--- src/rtl/lm_sm_sequencer_if.sv ---
// Bus bundle between the LM/SM sequencer and its environment (multicycle
// controller, data memory and register file).
//   In_*  : driven by the environment, sampled by the sequencer
//   Out_* : driven by the sequencer
// modport slave  : the sequencer side
// modport master : the controller / memory / register-file side
interface lm_sm_sequencer_if;

    logic        In_start;
    logic        In_is_load;
    logic [7:0]  In_reg_mask;
    logic [15:0] In_base_addr;
    logic        In_mem_ready;
    logic [15:0] In_mem_rdata;
    logic [15:0] In_RF_Read_data;

    logic [2:0]  Out_RF_Read_addr;
    logic [2:0]  Out_RF_Write_addr;
    logic [15:0] Out_RF_Write_data;
    logic        Out_RF_Write_en;
    logic [15:0] Out_mem_addr;
    logic [15:0] Out_mem_wdata;
    logic        Out_mem_read_en;
    logic        Out_mem_write_en;
    logic        Out_busy;
    logic        Out_done;
    logic [3:0]  Out_count;

    modport slave (
        input  In_start,
        input  In_is_load,
        input  In_reg_mask,
        input  In_base_addr,
        input  In_mem_ready,
        input  In_mem_rdata,
        input  In_RF_Read_data,
        output Out_RF_Read_addr,
        output Out_RF_Write_addr,
        output Out_RF_Write_data,
        output Out_RF_Write_en,
        output Out_mem_addr,
        output Out_mem_wdata,
        output Out_mem_read_en,
        output Out_mem_write_en,
        output Out_busy,
        output Out_done,
        output Out_count
    );

    modport master (
        output In_start,
        output In_is_load,
        output In_reg_mask,
        output In_base_addr,
        output In_mem_ready,
        output In_mem_rdata,
        output In_RF_Read_data,
        input  Out_RF_Read_addr,
        input  Out_RF_Write_addr,
        input  Out_RF_Write_data,
        input  Out_RF_Write_en,
        input  Out_mem_addr,
        input  Out_mem_wdata,
        input  Out_mem_read_en,
        input  Out_mem_write_en,
        input  Out_busy,
        input  Out_done,
        input  Out_count
    );

endinterface

--- src/rtl/lm_sm_sequencer.sv ---
// Load-multiple / store-multiple sequencer.
// Walks an 8-bit register mask from R0 to R7 and moves one register per
// memory beat between the register file and consecutive memory words
// starting at a base address.
// Ports:
//   In_clock : clock, rising edge
//   In_reset : asynchronous active-low reset
//   bus      : lm_sm_sequencer_if.slave (start/mode/mask/base, memory
//              handshake and data, register-file address/data/strobe,
//              busy/done/count status)
// Strobes, addresses and status decode from registered state only; the
// LM write strobe follows In_mem_ready and the two data paths are
// straight wires so a beat completes in the cycle memory signals ready.
module lm_sm_sequencer (
    input  logic               In_clock,
    input  logic               In_reset,
    lm_sm_sequencer_if.slave   bus
);

    localparam int unsigned NUM_REGS = 8;
    localparam int unsigned IDX_W    = 3;
    localparam int unsigned DATA_W   = 16;
    localparam int unsigned ADDR_W   = 16;
    localparam int unsigned CNT_W    = 4;

    typedef enum logic [1:0] {
        ST_IDLE   = 2'd0,
        ST_ACCESS = 2'd1,
        ST_DONE   = 2'd2
    } state_e;

    state_e                state_q, state_d;
    logic                  is_load_q, is_load_d;
    logic [NUM_REGS-1:0]   mask_q, mask_d;
    logic [ADDR_W-1:0]     addr_q, addr_d;
    logic [CNT_W-1:0]      count_q, count_d;

    logic [IDX_W-1:0]      cur_idx_c;
    logic [NUM_REGS-1:0]   mask_clr_c;
    logic                  start_ok_c;
    logic                  beat_done_c;

    logic [IDX_W-1:0]      rf_addr_c;
    logic                  rf_we_c;
    logic                  mem_re_c;
    logic                  mem_we_c;
    logic                  busy_c;
    logic                  done_c;

    // Priority encoder: lowest set bit of the remaining mask wins.
    always_comb begin
        cur_idx_c = '0;
        for (int i = NUM_REGS - 1; i >= 0; i--) begin
            if (mask_q[i]) begin
                cur_idx_c = IDX_W'(i);
            end
        end
    end

    // Remaining mask once the current register has been transferred.
    assign mask_clr_c  = mask_q & ~(NUM_REGS'(1) << cur_idx_c);
    assign start_ok_c  = (state_q == ST_IDLE) && bus.In_start;
    assign beat_done_c = (state_q == ST_ACCESS) && bus.In_mem_ready;

    // State register.
    always_ff @(posedge In_clock or negedge In_reset) begin
        if (!In_reset) begin
            state_q <= ST_IDLE;
        end else begin
            state_q <= state_d;
        end
    end

    // Next-state logic.
    always_comb begin
        state_d = state_q;
        unique case (state_q)
            ST_IDLE: begin
                if (bus.In_start) begin
                    state_d = (bus.In_reg_mask != '0) ? ST_ACCESS : ST_DONE;
                end
            end
            ST_ACCESS: begin
                if (bus.In_mem_ready && (mask_clr_c == '0)) begin
                    state_d = ST_DONE;
                end
            end
            ST_DONE: begin
                state_d = ST_IDLE;
            end
            default: begin
                state_d = ST_IDLE;
            end
        endcase
    end

    // Datapath next values: latch at start, advance on each completed beat.
    always_comb begin
        is_load_d = is_load_q;
        mask_d    = mask_q;
        addr_d    = addr_q;
        count_d   = count_q;
        if (start_ok_c) begin
            is_load_d = bus.In_is_load;
            mask_d    = bus.In_reg_mask;
            addr_d    = bus.In_base_addr;
            count_d   = '0;
        end else if (beat_done_c) begin
            mask_d    = mask_clr_c;
            addr_d    = addr_q + ADDR_W'(1);
            count_d   = count_q + CNT_W'(1);
        end
    end

    // Datapath registers.
    always_ff @(posedge In_clock or negedge In_reset) begin
        if (!In_reset) begin
            is_load_q <= 1'b0;
            mask_q    <= '0;
            addr_q    <= '0;
            count_q   <= '0;
        end else begin
            is_load_q <= is_load_d;
            mask_q    <= mask_d;
            addr_q    <= addr_d;
            count_q   <= count_d;
        end
    end

    // Output decode from the current state.
    always_comb begin
        rf_addr_c = '0;
        rf_we_c   = 1'b0;
        mem_re_c  = 1'b0;
        mem_we_c  = 1'b0;
        busy_c    = 1'b0;
        done_c    = 1'b0;
        unique case (state_q)
            ST_ACCESS: begin
                busy_c    = 1'b1;
                rf_addr_c = cur_idx_c;
                mem_re_c  = is_load_q;
                mem_we_c  = !is_load_q;
                rf_we_c   = is_load_q && bus.In_mem_ready;
            end
            ST_DONE: begin
                busy_c    = 1'b1;
                done_c    = 1'b1;
            end
            default: begin
                busy_c    = 1'b0;
            end
        endcase
    end

    assign bus.Out_RF_Read_addr  = rf_addr_c;
    assign bus.Out_RF_Write_addr = rf_addr_c;
    assign bus.Out_RF_Write_data = DATA_W'(bus.In_mem_rdata);
    assign bus.Out_RF_Write_en   = rf_we_c;
    assign bus.Out_mem_addr      = addr_q;
    assign bus.Out_mem_wdata     = DATA_W'(bus.In_RF_Read_data);
    assign bus.Out_mem_read_en   = mem_re_c;
    assign bus.Out_mem_write_en  = mem_we_c;
    assign bus.Out_busy          = busy_c;
    assign bus.Out_done          = done_c;
    assign bus.Out_count         = count_q;

endmodule

--- src/flat_wrapper.sv ---
// flat-port wrapper written by rule: the top's interface ports become plain ports
module lm_sm_sequencer_flat 
  (In_clock, In_reset, bus_In_start, bus_In_is_load, bus_In_reg_mask, bus_In_base_addr, bus_In_mem_ready, bus_In_mem_rdata, bus_In_RF_Read_data, bus_Out_RF_Read_addr, bus_Out_RF_Write_addr, bus_Out_RF_Write_data, bus_Out_RF_Write_en, bus_Out_mem_addr, bus_Out_mem_wdata, bus_Out_mem_read_en, bus_Out_mem_write_en, bus_Out_busy, bus_Out_done, bus_Out_count);
  lm_sm_sequencer_if bus_i ();
  input  logic In_clock;
  input  logic In_reset;
  input wire logic [$bits(bus_i.In_start)-1:0] bus_In_start;
  input wire logic [$bits(bus_i.In_is_load)-1:0] bus_In_is_load;
  input wire logic [$bits(bus_i.In_reg_mask)-1:0] bus_In_reg_mask;
  input wire logic [$bits(bus_i.In_base_addr)-1:0] bus_In_base_addr;
  input wire logic [$bits(bus_i.In_mem_ready)-1:0] bus_In_mem_ready;
  input wire logic [$bits(bus_i.In_mem_rdata)-1:0] bus_In_mem_rdata;
  input wire logic [$bits(bus_i.In_RF_Read_data)-1:0] bus_In_RF_Read_data;
  output wire logic [$bits(bus_i.Out_RF_Read_addr)-1:0] bus_Out_RF_Read_addr;
  output wire logic [$bits(bus_i.Out_RF_Write_addr)-1:0] bus_Out_RF_Write_addr;
  output wire logic [$bits(bus_i.Out_RF_Write_data)-1:0] bus_Out_RF_Write_data;
  output wire logic [$bits(bus_i.Out_RF_Write_en)-1:0] bus_Out_RF_Write_en;
  output wire logic [$bits(bus_i.Out_mem_addr)-1:0] bus_Out_mem_addr;
  output wire logic [$bits(bus_i.Out_mem_wdata)-1:0] bus_Out_mem_wdata;
  output wire logic [$bits(bus_i.Out_mem_read_en)-1:0] bus_Out_mem_read_en;
  output wire logic [$bits(bus_i.Out_mem_write_en)-1:0] bus_Out_mem_write_en;
  output wire logic [$bits(bus_i.Out_busy)-1:0] bus_Out_busy;
  output wire logic [$bits(bus_i.Out_done)-1:0] bus_Out_done;
  output wire logic [$bits(bus_i.Out_count)-1:0] bus_Out_count;
  assign bus_i.In_start = bus_In_start;
  assign bus_i.In_is_load = bus_In_is_load;
  assign bus_i.In_reg_mask = bus_In_reg_mask;
  assign bus_i.In_base_addr = bus_In_base_addr;
  assign bus_i.In_mem_ready = bus_In_mem_ready;
  assign bus_i.In_mem_rdata = bus_In_mem_rdata;
  assign bus_i.In_RF_Read_data = bus_In_RF_Read_data;
  assign bus_Out_RF_Read_addr = bus_i.Out_RF_Read_addr;
  assign bus_Out_RF_Write_addr = bus_i.Out_RF_Write_addr;
  assign bus_Out_RF_Write_data = bus_i.Out_RF_Write_data;
  assign bus_Out_RF_Write_en = bus_i.Out_RF_Write_en;
  assign bus_Out_mem_addr = bus_i.Out_mem_addr;
  assign bus_Out_mem_wdata = bus_i.Out_mem_wdata;
  assign bus_Out_mem_read_en = bus_i.Out_mem_read_en;
  assign bus_Out_mem_write_en = bus_i.Out_mem_write_en;
  assign bus_Out_busy = bus_i.Out_busy;
  assign bus_Out_done = bus_i.Out_done;
  assign bus_Out_count = bus_i.Out_count;
  lm_sm_sequencer u_core (.In_clock(In_clock), .In_reset(In_reset), .bus(bus_i));
endmodule
--- config.mk ---
export PLATFORM = sky130hd
export DESIGN_NAME = lm_sm_sequencer_flat
export DESIGN_NICKNAME = d
export VERILOG_FILES = /design/src/rtl/lm_sm_sequencer_if.sv /design/src/rtl/lm_sm_sequencer.sv /design/src/flat_wrapper.sv
export SDC_FILE = /design/constraint.sdc
export NUM_CORES = 1
export LEC_CHECK = 0
export BUFFER_PORTS_ARGS = -buffer_cell sky130_fd_sc_hd__buf_2
export CAP_MARGIN = 25
export CORE_ASPECT_RATIO = 1.5
export CORE_MARGIN = 2
export CORE_UTILIZATION = 47
export CTS_CLUSTER_DIAMETER = 100
export DETAILED_ROUTE_END_ITERATION = 7
export PLACE_DENSITY = 0.87
export REMOVE_ABC_BUFFERS = 1
export SYNTH_ARGS = -nofsm -noshare
export SYNTH_HDL_FRONTEND = slang
export SYNTH_SLANG_ARGS = --single-unit
--- constraint.sdc ---
create_clock -name In_clock -period 6 [get_ports In_clock]
set_clock_uncertainty 0.2 [all_clocks]
set_input_delay 0.9 -clock In_clock [delete_from_list [all_inputs] [get_ports In_clock]]
set_output_delay 0.9 -clock In_clock [all_outputs]
set_load 0.02 [all_outputs]
### Word-level counts from Yosys, hierarchy flattened

Index checks and enable logic that the tools add are counted.

* flip-flop bits (word level): 31
* latch bits: 0
* memory bits (writable): 0
* ROM bits: 0
* bits of input ports: 61
* word-level logic and storage cells: 49
* memories: 0

* $add $sub $neg: 2
* multipliers: 0
* divide/modulo/power cells: 0
* $lt $le $gt $ge: 0
* equality and inequality tests: 4
* shift operators: 1
* muxes and demuxes: 24
* bitwise operators: 2
* reductions and logical operators: 11

Operators with widths (number)
* 16-bit two-way mux: 2
* 3-bit two-way mux: 9
* 16-bit by 1-bit adder with 16-bit output (second input constant): 1
* 8-bit two-way mux: 2
* 8-bit AND: 1
* 8-bit logical NOT: 1
* 4-bit two-way mux: 2
* 8-bit inverter: 1
* 8-bit nonzero test: 1
* 1-bit by 3-bit left shift with 8-bit output (first input constant): 1
* 2-bit two-way mux: 3
* 1-bit two-way mux: 5
* 4-bit by 1-bit adder with 4-bit output (second input constant): 1
* 1-bit logical AND: 4
* 2-bit != test (second input constant): 2
* 2-bit one-hot mux with 2 select lines: 1
* 2-bit by 1-bit equality test with 1-bit output (second input constant): 1
* 2-bit equality test (second input constant): 1
* 2-bit logical NOT: 1
* 2-bit AND reduction: 1
* 2-bit nonzero test: 1
* 2-bit OR reduction: 1
* 1-bit logical NOT: 1

### Logic depth before layout (Yosys ltp)

Gate-level depths: netlist of the first run.

* depth in word-level cells: 15
* depth in mapped cells: 8
* mapped depth without buffers: 7

### Worst setup path before layout of the first run

Ideal clock, no wire load.

* kind: reg-to-output
* start: register u_core.state_q[1]
* end: output port bus_Out_RF_Write_addr[0]
* data arrival time: 1.630 ns
* slack: 3.270 ns
* stages on the path, launching flop included: 7
* buffers on the path: 2
* cell sequence: dfrtp_1 > inv_1 > ha_1 > buf_4 > inv_1 > nor3_1 > buf_4

* word-level cells in the longest chain between the ends: 2

RTL lines
* start: declaration: RTL line lm_sm_sequencer.sv:32 `state_e state_q, state_d;`
* start signal: assignment: RTL line lm_sm_sequencer.sv:70 `state_q <= state_d;`
* 2-bit by 1-bit equality test with 1-bit output: RTL line lm_sm_sequencer.sv:138 `unique case (state_q)`
* 3-bit two-way mux: RTL line lm_sm_sequencer.sv:138
* end: declaration: RTL line flat_wrapper.sv:15 `output wire logic [$bits(bus_i.Out_RF_Write_addr)-1:0] bus_Out_RF_Write_addr;`

Every way passes these cells.

### Worst setup path in the final report of the first run

Ends and elaborated chain as after synthesis.

==> metrics, run 1 <==
result of the run completed; post-route clock period utilization 48.8%; worst min path class flop to flop; number of buffers inserted by hold repair at cts 0; NumNets Final 321; most utilized layer in the global route result met2; core region area 4170 um2; overall overflow remaining after global route 0; Ports 124; initial antenna violation count 0; final critical-path required period 2.93 ns; most common cell after layout, fill and taps aside sky130_fd_sc_hd__buf_2; category of the worst setup path capture point primary output; wire length of the first global-routing pass 8570 um; number of flip-flops and latches in the synthesized netlist 31; pin count of the biggest net entering global routing 55; endpoints failing hold 0; Post-synth EDFFs 0; biggest area contributors in the synthesized netlist sky130_fd_sc_hd__dfrtp_1, sky130_fd_sc_hd__buf_4, sky130_fd_sc_hd__nand2_1, sky130_fd_sc_hd__o21ai_0, sky130_fd_sc_hd__xor2_1; post-synthesis cell count 231; Initial Utilization 48.1%; total power per unit cell area 527 nW/um2; WL/cell 18.0 um; Buf+Inv Stages, Crit Path 3; Final Hold Slack 0.359 ns; CTS sink count 31; portion of the post-synthesis area used by sequential elements 38.7%; Avg Inst Size Synth 8.68 um2; weighted congestion reported at the end of routability-driven placement 0.932; count of cells resized by post-cts repair 0; vias per cell 5.50; CTS H-Tree Depth 2; total via count in the routed design 1,661; area leader, netlist sky130_fd_sc_hd__dfrtp_1; LEAKAGE 0.00104 uW; commonest cells after routing, fill and taps aside sky130_fd_sc_hd__buf_2, sky130_fd_sc_hd__nand2_1, sky130_fd_sc_hd__dfrtp_1, sky130_fd_sc_hd__o21ai_0, sky130_fd_sc_hd__xor2_1; critical path fanouts, max 11; via count of the first global-routing pass 1,678; sequential cell area 776 um2; TritonCTS clock tree built; slowest cell on the critical path sky130_fd_sc_hd__dfrtp_1; type of origin of the critical path flop; setup violators final 0; total of max-cap violations 0; worst rel slew slack 53.1%; area of the multi-input gates 902 um2; maximum vdd drop 0.000355 V; met2 usage in global routing 36.4%; post-detailed-route count of antenna-violating nets 0; initial DRC count 50; area delta synth->final 8.98%; post-CTS clock slew at the launch and capture registers of the worst setup and hold paths 0.07 ns; Post-Synthesis Cell Area 2010 um2; x dimension of the die 57.3 um; number of unique standard cell types used by synthesis 35; wirelength, routed 5440 um; Detailed Routing Iterations Pass 1 4; Worst-Skew Late Latency 0.29 ns; met3 Track Usage GR 15.7%; area of the die 4820 um2; arrival time of data at the critical path endpoint 1.83 ns; warnings from Yosys 0; vertical extent of the die 84.0 um; Setup Fix Bufs, Post-CTS 0; count of buffers from port buffering 59; slew of the pin with the lowest slew margin 0.703 ns; Worst Setup Path Type flop to primary output; Synth top area share 38.7%; root buffer cell sky130_fd_sc_hd__clkbuf_8; number of inserted diodes 0; pins over their slew limit 0; ys async rst share 100%; Primary FF master, synth sky130_fd_sc_hd__dfrtp_1; overall global routing resource usage 23.8%; Req. time, crit path 4.90 ns; RSZ-0062 raised after global routing no; setup TNS 0 ns; count of fill cells added during filler insertion 389; minimum setup slack among reg-to-reg paths 3.72 ns; Final Core Density 52.4%; Clock Path Buffers 2; slowest cell delay on critical path 0.41 ns; share of cells above drive strength 1 30.1%; Fmax achieved 0.342 GHz; met1 demand-to-capacity share in global routing 27.0%; DRC violation count after routing 0; standard-cell row count 29; worst-path cell chain inv_1 > ha_1 > inv_1 > nor3_1 > buf_2; Num CTS Buffers 5; CP delay by family, top buffers and inverters; cell mode on critical path sky130_fd_sc_hd__inv_1; placed wire-length estimate after detailed placement 4360 um
-- path summary, 6_finish.rpt --
check | startpoint | end | cells past startpoint
min reg2reg | u_core.bus.Out_count[3] | u_core.bus.Out_count[3] | 2
max in group asynchronous | In_reset | u_core.mask_q[7] | 1
min in group asynchronous | In_reset | u_core.bus.Out_mem_addr[9] | 1
max | u_core.state_q[1] | bus_Out_RF_Write_addr[0] | 5
max reg2reg | u_core.state_q[1] | u_core.bus.Out_mem_addr[15] | 7
min | u_core.bus.Out_count[3] | u_core.bus.Out_count[3] | 2
-- cell usage after synthesis, types with 3 or more instances --
library cell,instances
sky130_fd_sc_hd__and2_1,4
sky130_fd_sc_hd__ha_1,5
sky130_fd_sc_hd__nor2_1,8
sky130_fd_sc_hd__xor2_1,12
sky130_fd_sc_hd__nand4_1,5
sky130_fd_sc_hd__a21oi_1,3
sky130_fd_sc_hd__buf_4,36
sky130_fd_sc_hd__xnor2_1,6
sky130_fd_sc_hd__nor3_1,5
sky130_fd_sc_hd__inv_1,8
sky130_fd_sc_hd__o21ai_0,30
sky130_fd_sc_hd__nand2_1,42
sky130_fd_sc_hd__clkbuf_1,6
sky130_fd_sc_hd__dfrtp_1,31
sky130_fd_sc_hd__nand3_1,7
-- logic make-up after synthesis --
family | count (synthesis) | synth area share [%]
adder cells (fa/ha/maj) | 7 | 4.18
AND/OR/NAND/NOR | 80 | 19.0
buffers and inverters | 51 | 16.3
multiplexers | 2 | 1.06
AO/OA/AOI/OAI | 42 | 12.9
flip-flops | 31 | 38.7
XOR/XNOR | 18 | 7.86
-- cell type report --
| cell class | instances | share of cell area (%) |
|---|---|---|
| Tap cell | 46 | 2.63 |
| Multi-Input combinational cell | 149 | 41.3 |
| Timing Repair Buffer | 60 | 13.9 |
| Clock buffer | 6 | 3.78 |
| Inverter | 8 | 1.37 |
| Clock inverter | 2 | 1.60 |
| Sequential cell | 31 | 35.5 |
-- sequential cells by signal, indices dropped and copies added, names as in the netlist --
name,count
u_core.state_q,2
u_core.is_load_q,1
u_core.mask_q,8
u_core.bus.Out_count,4
u_core.bus.Out_mem_addr,16
-- routing by layer --
layer,routed length (um),share of wire (%),up-vias
li1,-,-,789
met1,2010,37,763
met2,2590,48,99
met3,753,14,8
met4,54,0.99,2
met5,30,0.55,-
-- stage by stage --
stage	std cells	instance area [um2]	total power, uW	setup slack, ns
3_5_place_dp	294	2070	944	3.40
2_1_floorplan	188	1710	766	3.12
3_3_place_gp	294	2070	931	3.53
6_report	302	2190	1150	3.07
5_1_grt	302	2190	1240	2.93
4_1_cts	302	2190	1160	3.08
-- worst reg2reg max path, stage by stage (launching register included) --
cell,delay (ns)
sky130_fd_sc_hd__dfrtp_1,0.41
sky130_fd_sc_hd__inv_1,0.09
sky130_fd_sc_hd__ha_1,0.35
sky130_fd_sc_hd__nand4_1,0.16
sky130_fd_sc_hd__nor3_1,0.50
sky130_fd_sc_hd__nand4_1,0.19
sky130_fd_sc_hd__xor2_1,0.17
sky130_fd_sc_hd__o21ai_0,0.13
-- report_power, final --
part	leakage [uW]	total [uW]	internal (uW)	switching, uW
clock network	0.0000612	217	134	82.3
logic	0.000584	517	204	313
registers	0.000390	419	301	119
total	0.00104	1150	639	514
Note: power is estimated with default switching activity, not from simulation.
==> run 2: changes to the inputs <==
--- a/config.mk
+++ b/config.mk
@@ -5,14 +5,15 @@
 export SDC_FILE = /design/constraint.sdc
 export NUM_CORES = 1
 export LEC_CHECK = 0
+export ABC_AREA = 1
 export BUFFER_PORTS_ARGS = -buffer_cell sky130_fd_sc_hd__buf_2
 export CAP_MARGIN = 25
 export CORE_ASPECT_RATIO = 1.5
 export CORE_MARGIN = 2
-export CORE_UTILIZATION = 47
+export CORE_UTILIZATION = 40
 export CTS_CLUSTER_DIAMETER = 100
 export DETAILED_ROUTE_END_ITERATION = 7
-export PLACE_DENSITY = 0.87
+export PLACE_DENSITY = 0.77
 export REMOVE_ABC_BUFFERS = 1
 export SYNTH_ARGS = -nofsm -noshare
 export SYNTH_HDL_FRONTEND = slang
==> constraint.sdc (replaced) <==
create_clock -name In_clock -period 2.39 [get_ports In_clock]
set_clock_uncertainty 0.2 [all_clocks]
set_input_delay 0.3585 -clock In_clock [delete_from_list [all_inputs] [get_ports In_clock]]
set_output_delay 0.3585 -clock In_clock [all_outputs]
set_load 0.02 [all_outputs]
==> run 2 against run 1 <==
Worst hold slack lost 0.27 ns. Setup slack lost 2.8 ns. Die area up 25%. Core utilization fell by 6.1 points.
==> metrics, run 2 <==
result of the run completed (unchanged); core region area 5160 um2 (was 4170 um2); Post-Synthesis Cell Area 2160 um2 (was 2010 um2); NumNets Final 368 (was 321); post-detailed-route count of antenna-violating nets 0 (unchanged); Post-synth EDFFs 0 (unchanged); ys async rst share 100% (unchanged); x dimension of the die 64.0 um (was 57.3 um); CTS sink count 31 (unchanged); Num CTS Buffers 5 (unchanged); LEAKAGE 0.00120 uW (was 0.00104 uW); area delta synth->final 10.7% (was 8.98%); portion of the post-synthesis area used by sequential elements 35.9% (was 38.7%); post-CTS clock slew at the launch and capture registers of the worst setup and hold paths 0.07 ns (about the same); post-synthesis cell count 272 (was 231); placed wire-length estimate after detailed placement 4840 um (was 4360 um); endpoints failing hold 0 (unchanged); root buffer cell sky130_fd_sc_hd__clkbuf_8 (unchanged); most repeated cell in the gate-level netlist after synthesis sky130_fd_sc_hd__nand2_1 (unchanged); number of unique standard cell types used by synthesis 31 (was 35); met3 Track Usage GR 10.3% (was 15.7%); commonest cells after routing, fill and taps aside sky130_fd_sc_hd__buf_2, sky130_fd_sc_hd__nand2_1, sky130_fd_sc_hd__dfrtp_1, sky130_fd_sc_hd__inv_1, sky130_fd_sc_hd__nor2_1 (was sky130_fd_sc_hd__buf_2, sky130_fd_sc_hd__nand2_1, sky130_fd_sc_hd__dfrtp_1, sky130_fd_sc_hd__o21ai_0, sky130_fd_sc_hd__xor2_1); vertical extent of the die 94.0 um (was 84.0 um); initial antenna violation count 0 (unchanged); warnings from Yosys 0 (unchanged); met2 usage in global routing 34.3% (was 36.4%); RSZ-0062 raised after global routing no (unchanged); Req. time, crit path 1.83 ns (was 4.90 ns); area of the die 6010 um2 (was 4820 um2); most common cell after layout, fill and taps aside sky130_fd_sc_hd__buf_2 (unchanged); most utilized layer in the global route result met2 (unchanged); setup TNS 0 ns (unchanged); number of flip-flops and latches in the synthesized netlist 31 (unchanged); Primary FF master, synth sky130_fd_sc_hd__dfrtp_1 (unchanged); Ports 124 (unchanged); Initial Utilization 41.8% (was 48.1%); CTS H-Tree Depth 2 (unchanged); number of inserted diodes 0 (unchanged); TritonCTS clock tree built (unchanged); Worst-Skew Late Latency 0.29 ns (about the same); worst rel slew slack 52.9% (was 53.1%); category of the worst setup path capture point primary output (unchanged); total of max-cap violations 0 (unchanged); Fmax achieved 0.462 GHz; pin count of the biggest net entering global routing 32 (was 55); critical path fanouts, max 6 (was 11); Worst Setup Path Type flop to primary output (unchanged); Detailed Routing Iterations Pass 1 4 (unchanged); weighted congestion reported at the end of routability-driven placement 0.826 (was 0.932); arrival time of data at the critical path endpoint 1.61 ns (was 1.83 ns); flip-flop count of the largest register, all copies and words added 16 (unchanged); Synth top area share 35.9% (was 38.7%); standard-cell row count 32 (was 29); count of buffers from port buffering 59 (unchanged); type of origin of the critical path flop (unchanged); maximum vdd drop 0.000580 V (was 0.000355 V); met1 demand-to-capacity share in global routing 22.6% (was 27.0%); total power per unit cell area 1320 nW/um2 (was 527 nW/um2); WL/cell 15.9 um (was 18.0 um); area leader, netlist sky130_fd_sc_hd__dfrtp_1 (unchanged); initial DRC count 66 (was 50); wire length of the first global-routing pass 9400 um (was 8570 um); commonest cells in the synthesized netlist sky130_fd_sc_hd__nand2_1, sky130_fd_sc_hd__buf_4, sky130_fd_sc_hd__dfrtp_1, sky130_fd_sc_hd__inv_1, sky130_fd_sc_hd__nor2_1 (was sky130_fd_sc_hd__nand2_1, sky130_fd_sc_hd__buf_4, sky130_fd_sc_hd__dfrtp_1, sky130_fd_sc_hd__o21ai_0, sky130_fd_sc_hd__xor2_1); post-route clock period utilization 90.6%; total via count in the routed design 1,898 (was 1,661); share of cells above drive strength 1 31.7% (was 30.1%); worst min path class input port to flop (was flop to flop); setup violators final 0 (unchanged); Avg Inst Size Synth 7.94 um2 (was 8.68 um2); via count of the first global-routing pass 1,930 (was 1,678); DRC violation count after routing 0 (unchanged); overall global routing resource usage 20.9% (was 23.8%); pins over their slew limit 0 (unchanged); overall overflow remaining after global route 0 (unchanged); vias per cell 5.12 (was 5.50); placed cell area 2280 um2 (was 2070 um2); Clock Path Buffers 2 (unchanged); wirelength, routed 5920 um (was 5440 um); slew of the pin with the lowest slew margin 0.707 ns (was 0.703 ns); biggest area contributors in the synthesized netlist sky130_fd_sc_hd__dfrtp_1, sky130_fd_sc_hd__buf_4, sky130_fd_sc_hd__nand2_1, sky130_fd_sc_hd__inv_1, sky130_fd_sc_hd__nor2_1 (was sky130_fd_sc_hd__dfrtp_1, sky130_fd_sc_hd__buf_4, sky130_fd_sc_hd__nand2_1, sky130_fd_sc_hd__o21ai_0, sky130_fd_sc_hd__xor2_1); final instance area 2390 um2 (was 2190 um2); final critical-path required period 2.16 ns
-- run 2: final cells by class --
cell class	count	area (um2)
multi-input cells	173	996
inverters	28	105
repair buffers	63	328
clock buffers	8	100
fillers	532	2780
well taps	68	85.1
flip-flops and latches	31	776
-- run 2: worst paths after layout --
kind	endpoint	depth (start not counted)	slack [ns]	start
max reg2reg	u_core.bus.Out_mem_addr[14]	9	0.35	u_core.bus.Out_mem_addr[0]
min	u_core.bus.Out_mem_addr[10]	3	0.09	bus_In_base_addr[10]
min in group asynchronous	u_core.bus.Out_mem_addr[14]	2	0.45	In_reset
max	bus_Out_RF_Write_addr[2]	5	0.23	u_core.state_q[1]
min reg2reg	u_core.state_q[1]	2	0.31	u_core.state_q[1]
max in group asynchronous	u_core.mask_q[6]	2	1.09	In_reset
-- run 2: metal layers --
layer | share of wire [%] | up-vias
met5 | 0.78 | -
met2 | 48 | 100
met1 | 38 | 876
met3 | 11 | 10
met4 | 1.5 | 2
li1 | - | 910
-- run 2: critical path, cell delays in order (launching register included) --
cell                      delay (ns)
sky130_fd_sc_hd__dfrtp_1        0.39
sky130_fd_sc_hd__inv_1          0.09
sky130_fd_sc_hd__ha_2           0.26
sky130_fd_sc_hd__inv_1          0.12
sky130_fd_sc_hd__nor3_1         0.25
sky130_fd_sc_hd__buf_2          0.21
-- run 2: timing repair --
item                                   4_1_cts  5_1_grt
setup endpoints to repair                    0        2
hold buffers                                 1        0
gates resized for setup                      0        1
buffers inserted                             0        0
endpoints found under the hold margin       31        0
-- run 2: metrics by stage --
stage | setup WS, ns | hold WS (ns) | util [%] | total power, uW | std cells
floorplan | 0.117 | -0.137 | - | 2170 | 232
detailed placement | 0.273 | 0.252 | 44.1 | 2700 | 362
global placement | 0.396 | 0.242 | 44.1 | 2650 | 362
global route | 0.0721 | 0.105 | 46.3 | 3420 | 371
finish | 0.225 | 0.0870 | 46.3 | 3150 | 371
CTS | 0.125 | 0.0768 | 46.2 | 3170 | 371
-- run 2: power breakdown --
part           leakage (uW)  internal, uW  total [uW]  switching (uW)
combinational      0.000769           585        1670            1080
clock             0.0000515           263         464             201
sequential         0.000379           760        1020             264
-- run 2: cell families after synthesis --
logic type,share of synthesized area (%)
DFF,35.9
adders and majority gates,2.90
buffers and inverters,18.0
AOI/OAI and AO/OA,10.7
and+or+nand+nor,27.2
xor gates and xnor gates,5.28
